`config.mk`:
```
export PLATFORM = sky130hd
export DESIGN_NAME = spi_rx
export DESIGN_NICKNAME = d
export VERILOG_FILES = /design/src/rtl/spi_rx_pkg.sv /design/src/rtl/spi_rx_sync_fifo.sv /design/src/rtl/spi_rx.sv
export SDC_FILE = /design/constraint.sdc
export NUM_CORES = 1
export LEC_CHECK = 0
export ABC_AREA = 1
export CAP_MARGIN = 40
export CORE_AREA = 2 2 219 221
export CTS_BUF_LIST = sky130_fd_sc_hd__clkbuf_2 sky130_fd_sc_hd__clkbuf_4 sky130_fd_sc_hd__clkbuf_8
export CTS_CLUSTER_DIAMETER = 40
export DETAILED_ROUTE_END_ITERATION = 10
export DIE_AREA = 0 0 221 223
export DONT_BUFFER_PORTS = 1
export PLACE_DENSITY = 0.7
export SKIP_CTS_REPAIR_TIMING = 1
export SKIP_LAST_GASP = 1
export SYNTH_ARGS = -nofsm -noshare
export SYNTH_HDL_FRONTEND = slang
export SYNTH_SLANG_ARGS = --single-unit
```
`constraint.sdc`:
```
create_clock -name clk_i -period 3.7 [get_ports clk_i]
set_input_delay 0.74 -clock clk_i [delete_from_list [all_inputs] [get_ports clk_i]]
set_output_delay 0.74 -clock clk_i [all_outputs]
set_load 0.05 [all_outputs]
```
`src/rtl/spi_rx_pkg.sv`:
```
// ---------------------------------------------------------------------------
// spi_rx_pkg
//
// Definitions shared by the SPI master receive and transmit paths.
//
// Contents:
//   - DEFAULT_DATA_LEN : default maximum word length in bits
//   - ST_IDLE/ST_RECV/ST_PUSH : one-hot receive FSM encodings
//   - ST_TFR/ST_STOP   : transmit-path names for the same one-hot codes, so
//                        both paths decode the same state bits
//   - state_idx_e      : bit position of each one-hot state
//   - entry_len_lsb()  : bit position where the length field starts inside a
//                        FIFO entry. Entries are packed {len, data}, with data
//                        right-aligned in the low DATA_LEN bits, so TX and RX
//                        entries have the same layout.
// ---------------------------------------------------------------------------
package spi_rx_pkg;

    localparam int DEFAULT_DATA_LEN = 32;

    // One-hot FSM encodings (receive path names)
    localparam logic [2:0] ST_IDLE = 3'b001;
    localparam logic [2:0] ST_RECV = 3'b010;
    localparam logic [2:0] ST_PUSH = 3'b100;

    // Transmit path uses the same codes under its own names
    localparam logic [2:0] ST_TFR  = ST_RECV;
    localparam logic [2:0] ST_STOP = ST_PUSH;

    typedef enum int unsigned {
        IDX_IDLE   = 0,
        IDX_ACTIVE = 1,
        IDX_END    = 2
    } state_idx_e;

    // The length field sits directly above the right-aligned data field.
    function automatic int entry_len_lsb(input int data_len);
        return data_len;
    endfunction

endpackage

```
`src/rtl/spi_rx_sync_fifo.sv`:
```
// ---------------------------------------------------------------------------
// sync_fifo
//
// Single-clock first-word-fall-through FIFO. Storage is an inferred RAM with
// a registered read port; the registered read is made look-ahead so the head
// entry is visible on rd_data in the same cycle rd_vld rises.
//
// Ports:
//   clk      in   clock
//   srst     in   synchronous active-high reset (flushes the FIFO)
//   wr_en    in   write request; ignored while full
//   wr_data  in   WIDTH  entry to write
//   full     out  FIFO holds DEPTH entries
//   rd_en    in   pop request; ignored while empty
//   rd_data  out  WIDTH  head entry, forced to 0 while empty
//   rd_vld   out  FIFO not empty
// ---------------------------------------------------------------------------
module sync_fifo
    import spi_rx_pkg::*;
#(
    parameter int WIDTH = 8,
    parameter int DEPTH = 16
) (
    input  logic             clk,
    input  logic             srst,
    input  logic             wr_en,
    input  logic [WIDTH-1:0] wr_data,
    output logic             full,
    input  logic             rd_en,
    output logic [WIDTH-1:0] rd_data,
    output logic             rd_vld
);

    localparam int AW = (DEPTH > 1) ? $clog2(DEPTH) : 1;
    localparam int CW = $clog2(DEPTH + 1);

    logic [WIDTH-1:0] mem [DEPTH];

    logic [AW-1:0]    wr_ptr_reg;
    logic [AW-1:0]    wr_ptr_next;
    logic [AW-1:0]    rd_ptr_reg;
    logic [AW-1:0]    rd_ptr_next;
    logic [CW-1:0]    count_reg;
    logic [CW-1:0]    count_next;
    logic [WIDTH-1:0] head_reg;

    logic             wr_ok;
    logic             rd_ok;

    assign full   = (count_reg == CW'(DEPTH));
    assign rd_vld = (count_reg != '0);
    assign wr_ok  = wr_en && !full;
    assign rd_ok  = rd_en && rd_vld;

    // Pointer increments wrap explicitly so DEPTH need not be a power of two.
    always_comb begin
        wr_ptr_next = wr_ptr_reg;
        rd_ptr_next = rd_ptr_reg;
        if (wr_ok) begin
            wr_ptr_next = (wr_ptr_reg == AW'(DEPTH - 1)) ? '0 : wr_ptr_reg + AW'(1);
        end
        if (rd_ok) begin
            rd_ptr_next = (rd_ptr_reg == AW'(DEPTH - 1)) ? '0 : rd_ptr_reg + AW'(1);
        end
    end

    always_comb begin
        count_next = count_reg;
        case ({wr_ok, rd_ok})
            2'b10:   count_next = count_reg + CW'(1);
            2'b01:   count_next = count_reg - CW'(1);
            default: count_next = count_reg;
        endcase
    end

    always_ff @(posedge clk) begin
        if (srst) begin
            wr_ptr_reg <= '0;
            rd_ptr_reg <= '0;
            count_reg  <= '0;
        end else begin
            wr_ptr_reg <= wr_ptr_next;
            rd_ptr_reg <= rd_ptr_next;
            count_reg  <= count_next;
        end
    end

    always_ff @(posedge clk) begin
        if (wr_ok) begin
            mem[wr_ptr_reg] <= wr_data;
        end
    end

    // Look-ahead read: fetch the entry that will be at the head next cycle.
    // When that slot is being written in this same cycle (FIFO empty, or
    // emptying by the concurrent pop) the RAM would return stale contents, so
    // the write data is forwarded instead.
    always_ff @(posedge clk) begin
        if (wr_ok && (wr_ptr_reg == rd_ptr_next)) begin
            head_reg <= wr_data;
        end else begin
            head_reg <= mem[rd_ptr_next];
        end
    end

    // The head register is not reset; gating keeps the output at 0 when empty.
    assign rd_data = rd_vld ? head_reg : '0;

endmodule

```
`src/rtl/spi_rx.sv`:
```
// ---------------------------------------------------------------------------
// spi_rx
//
// Receive path of the SPI master (mode 0 only). While in RECV, each sampling
// strobe from the shared clock generator captures one bit of sdi_i. When the
// requested number of bits has arrived the word, tagged with its length, is
// pushed into a FIFO and offered upstream on a valid/ready interface.
//
// Ports:
//   clk_i       in   controller clock
//   rst_i       in   synchronous active-high reset
//   rx_start_i  in   one-cycle request to receive a word (accepted in IDLE)
//   rx_len_i    in   DATA_VLD  word length minus one, sampled with rx_start_i
//   bit_en_i    in   sampling strobe, one clk_i cycle per SCK sampling edge
//   sdi_i       in   serial data in (MISO)
//   clk_en_o    out  asks the clock generator for SCK; high in RECV
//   busy_o      out  high whenever the FSM is not IDLE
//   rx_data_o   out  FIFO_WIDTH  FIFO head, {len, data}
//   rx_vld_o    out  FIFO not empty
//   rx_rdy_i    in   upstream takes the head word
//   ovf_o       out  pulses during the PUSH cycle of a word dropped on full
// ---------------------------------------------------------------------------
module spi_rx
    import spi_rx_pkg::*;
#(
    parameter int DLY        = 1,
    parameter int DATA_LEN   = DEFAULT_DATA_LEN,
    parameter int DATA_VLD   = $clog2(DATA_LEN),
    parameter int FIFO_WIDTH = DATA_LEN + DATA_VLD,
    parameter int FIFO_DEPTH = 16,
    parameter bit MSB_FIRST  = 1'b1
) (
    input  logic                  clk_i,
    input  logic                  rst_i,
    input  logic                  rx_start_i,
    input  logic [DATA_VLD-1:0]   rx_len_i,
    input  logic                  bit_en_i,
    input  logic                  sdi_i,
    output logic                  clk_en_o,
    output logic                  busy_o,
    output logic [FIFO_WIDTH-1:0] rx_data_o,
    output logic                  rx_vld_o,
    input  logic                  rx_rdy_i,
    output logic                  ovf_o
);

    localparam int LEN_LSB = entry_len_lsb(DATA_LEN);

    // DLY only matters to behavioural models of this block; the RTL is
    // zero-delay, so the parameter is accepted and otherwise has no effect.
    if (DLY < 0) begin : g_dly_negative
    end

    // -----------------------------------------------------------------------
    // State
    // -----------------------------------------------------------------------
    logic [2:0]            state_reg;
    logic [2:0]            state_next;
    logic [DATA_VLD-1:0]   len_reg;
    logic [DATA_VLD-1:0]   len_next;
    logic [DATA_VLD-1:0]   cnt_reg;
    logic [DATA_VLD-1:0]   cnt_next;
    logic [DATA_LEN-1:0]   shift_reg;
    logic [DATA_LEN-1:0]   shift_next;

    // Shift register contents after capturing sdi_i on the current strobe
    logic [DATA_LEN-1:0]   shift_captured;

    logic                  in_recv;
    logic                  in_push;
    logic                  fifo_full;
    logic                  fifo_wr;
    logic [FIFO_WIDTH-1:0] fifo_entry;

    assign in_recv = (state_reg == ST_RECV);
    assign in_push = (state_reg == ST_PUSH);

    // -----------------------------------------------------------------------
    // Bit capture. MSB-first shifts left so the first bit ends up at bit
    // len; LSB-first writes bit cnt directly. Both leave the word
    // right-aligned with zeros above len because the register is cleared on
    // start.
    // -----------------------------------------------------------------------
    if (MSB_FIRST) begin : g_msb_first
        assign shift_captured = {shift_reg[DATA_LEN-2:0], sdi_i};
    end else begin : g_lsb_first
        for (genvar gi = 0; gi < DATA_LEN; gi++) begin : g_bit
            assign shift_captured[gi] = (cnt_reg == DATA_VLD'(gi)) ? sdi_i
                                                                  : shift_reg[gi];
        end
    end

    // -----------------------------------------------------------------------
    // FSM and datapath next-state
    // -----------------------------------------------------------------------
    always_comb begin
        state_next = state_reg;
        len_next   = len_reg;
        cnt_next   = cnt_reg;
        shift_next = shift_reg;
        case (state_reg)
            ST_IDLE: begin
                if (rx_start_i) begin
                    len_next   = rx_len_i;
                    cnt_next   = '0;
                    shift_next = '0;
                    state_next = ST_RECV;
                end
            end
            ST_RECV: begin
                if (bit_en_i) begin
                    shift_next = shift_captured;
                    // Compare happens on the pre-increment value, so a full
                    // DATA_LEN word ends before the counter would wrap.
                    cnt_next   = cnt_reg + DATA_VLD'(1);
                    if (cnt_reg == len_reg) begin
                        state_next = ST_PUSH;
                    end
                end
            end
            ST_PUSH: begin
                state_next = ST_IDLE;
            end
            default: begin
                state_next = ST_IDLE;
            end
        endcase
    end

    always_ff @(posedge clk_i) begin
        if (rst_i) begin
            state_reg <= ST_IDLE;
            len_reg   <= '0;
            cnt_reg   <= '0;
            shift_reg <= '0;
        end else begin
            state_reg <= state_next;
            len_reg   <= len_next;
            cnt_reg   <= cnt_next;
            shift_reg <= shift_next;
        end
    end

    // -----------------------------------------------------------------------
    // FIFO write. Fullness is taken before any concurrent pop, so a word
    // completing while the FIFO is full is dropped even if upstream pops in
    // the same cycle.
    // -----------------------------------------------------------------------
    always_comb begin
        fifo_entry                          = '0;
        fifo_entry[DATA_LEN-1:0]            = shift_reg;
        fifo_entry[LEN_LSB +: DATA_VLD]     = len_reg;
    end

    assign fifo_wr = in_push && !fifo_full;
    assign ovf_o   = in_push && fifo_full;

    sync_fifo #(
        .WIDTH (FIFO_WIDTH),
        .DEPTH (FIFO_DEPTH)
    ) u_fifo (
        .clk     (clk_i),
        .srst    (rst_i),
        .wr_en   (fifo_wr),
        .wr_data (fifo_entry),
        .full    (fifo_full),
        .rd_en   (rx_rdy_i),
        .rd_data (rx_data_o),
        .rd_vld  (rx_vld_o)
    );

    // -----------------------------------------------------------------------
    // Status outputs
    // -----------------------------------------------------------------------
    assign clk_en_o = in_recv;
    assign busy_o   = (state_reg != ST_IDLE);

endmodule
```
==> impl_metrics.tcl <==
set metrics [dict create \
    hold_violations 0 \
    drive_gt1_share_pct 13.2 \
    groute.usage.overall_pct 25.5 \
    fillers 3520 \
    grt_pass1_vias 16600 \
    critPathKind "register to output port" \
    powerDensity_mw_per_mm2 709 \
    switching_share_pct 36.2 \
    tightestPinTransition_ns 0.913 \
    end_kind "output port" \
    grt_antenna_before_repair 0 \
    clock_path_buffers 3 \
    die_area_mm2 0.0493 \
    num_antenna_cells 0 \
    slew_headroom_pct 39.0 \
    crit_required_ns 2.96 \
    cts_root_buf "clkbuf_8" \
    setup_tns_ns 0 \
    drt-total-wl_um 64700 \
    clock-sinks 654 \
    largest_reg_flops 592 \
    setup_viol 0 \
    hpwl_um 31100 \
    dpl-instance-area_mm2 0.0267 \
    fmax_ghz 0.282 \
    cp_num_buf_inv 3 \
    path_delay_family "buffers and inverters" \
    outcome "finished, final reports clean" \
    overflow 0 \
    yosysSeqAreaShare_pct 74.3 \
    routed-via-count 16900 \
    viasPerCell 6.18 \
    critPathMaxFanout 74 \
    p_int_uw 13000 \
    hold_class "input port to register" \
    synth_flop_cell "edfxtp_1" \
    numPortBuffers 0 \
    cp-start-kind "register" \
    fin_area_mm2 0.0288 \
    clkPwrFrac_pct 29.2 \
    finalMaxSlewViolations 0 \
    grt_max_degree 166 \
    ant_nets 0 \
    min_path_cells 1 \
    holdCritStartpoint "rst_i" \
    core_mm2 0.0471 \
    seqPwrFrac_pct 39.9 \
    syn-mean-instance-area_um2 12.9 \
    timing.final.crit_share_pct 95.7 \
    grt_pass1_wl_um 96300 \
    layout_common_cells "edfxtp_1 (592), nor2_1 (369), o21ai_0 (289), clkbuf_8 (118), o221ai_1 (106)" \
    synthToLayoutAreaGrowth_pct 12.6 \
    die_w_um 221 \
    reg2reg_depth 7 \
    cap_violations 0 \
    rsz0062_at_grt "false" \
    numCtsBuffers 100 \
    layout.cells.most_common "edfxtp_1" \
    worstPathArrival_ns 2.80 \
    gp_congestion 0.774 \
    htree_levels 3 \
    syn_area_mm2 0.0256 \
    ios 52 \
    clkLatencyLatePin_ns 0.68 \
    synth-async-reset-ratio_pct 0 \
    clock_skew_ns 0.0264 \
    p_sw_uw 7400 \
    drc 0 \
    synth_edf_count 592 \
    cts_tree "done" \
    num_rows 80 \
    comb_power_share_pct 30.9 \
    clkTransAtPathRegs_ns 0.06 \
    synth_fp_nets 1998 \
    netlist.area_leader.share_pct 69.5 \
    firstDrtPassIters 6 \
    rr_startpoint "u_fifo.count_reg[2]" \
    synth_area_leader_cell "edfxtp_1" \
    drtIter0Drc 2313 \
    slowest_delay_ns 0.43 \
    total_leakage_power_uw 0.00894 \
    post_drt_wl_per_cell_um 23.7 \
    hold_path_end "cnt_reg[1]" \
    ys_warn_count 0 \
    synthTopCellsByArea "edfxtp_1 (69%), o21ai_0 (5.7%), nor2_1 (5.6%)" \
    final_nets 2046 \
    path_cells "clkinv_8, buf_12, o21ai_0, o221ai_1, nand3_1, a21oi_1, buf_4" \
    synth.ff_latch_count 654 \
    peakVddDrop_uv 728 \
    crit_slowest_cell "dfxtp_4" \
    dieHeight_um 223 \
    start_util_pct 54.3 \
    r2r_end "u_fifo.mem[3][4]" \
    synthCells 1978 \
    fin_crit_ns 3.54 \
    rrSetupSlack_ns 0.91 \
    ys_types 31 \
]
final cells by class:
cell class	count	area, µm²	share of cell area, %
flip-flops and latches	654	19000	66.1
multi-input cells	1144	5840	20.3
clock buffers	157	1920	6.65
repair buffers	82	945	3.28
well taps	615	769	2.67
inverters	44	180	0.625
clock inverters	30	126	0.439
power by group through the flow:
stage          Combinational, µW  Clock (µW)  Sequential, µW
6_report                    6310        5980            8160
5_1_grt                     6710        6340            8160
4_1_cts                     6120        6030            8130
3_5_place_dp                6110           0            8290
3_3_place_gp                5990           0            8280
2_1_floorplan               4390           0            8230
worst max path at each step:
stage / endpoint / cells after the start / slack, ns
after CTS: rx_data_o[25] / 8 / 0.05
final: rx_data_o[11] / 7 / 0.16
after global routing: rx_data_o[29] / 8 / 0.02
after detailed placement: rx_data_o[25] / 8 / 0.77
after global placement: rx_data_o[25] / 8 / 0.83
after floorplan: u_fifo.mem[11][0] / 7 / 0.74
cells by family after synthesis:
kind of cell | count (synthesis) | share of synthesized area [%]
xor gates and xnor gates | 11 | 0.377
adders and majority gates | 9 | 0.440
DFF | 654 | 74.3
buffers and inverters | 180 | 3.34
and+or+nand+nor | 565 | 8.79
AOI/OAI and AO/OA | 559 | 12.7
Yosys cell counts (3+ instances only):
cell type,n
o21ai_0,289
a21oi_1,77
o21ai_1,42
nand3_1,71
edfxtp_1,592
xor2_1,7
nor2_1,385
clkbuf_1,66
o22ai_1,42
dfxtp_1,62
buf_2,37
xnor2_1,4
nor4_1,3
buf_1,5
o221ai_1,106
ha_1,9
nand2_1,95
nand4_1,5
a211oi_1,3
inv_1,41
buf_6,5
buf_4,18
worst reg2reg max path, cell delays in order, from the launching register on:
cell and delay (ns):
dfxtp_1 0.42, nor2_1 0.10, nand3_1 0.13, nand2_1 0.29, nor2_1 0.27, nand2_1 0.20, nor2_4 0.63, buf_4 0.42
metrics by stage:
stage	hold WS, ns	util, %	worst slack, ns	cells	total power, µW
4_1_cts	0.102	60.9	0.0466	2724	20300
3_3_place_gp	0.458	56.6	0.825	2537	14300
5_1_grt	0.116	61.1	0.0201	2726	21200
2_1_floorplan	0.446	-	0.738	1978	12600
3_5_place_dp	0.462	56.6	0.772	2537	14400
6_report	0.143	61.1	0.159	2726	20400
per-layer routing:
metal / routed length, µm / global-route usage, %
met1: 26300 / 35.4
met2: 31200 / 41.4
met5: 0 / 0
met3: 5850 / 4.06
met4: 1390 / 8.88
Note: power is estimated with default switching activity, not from simulation.
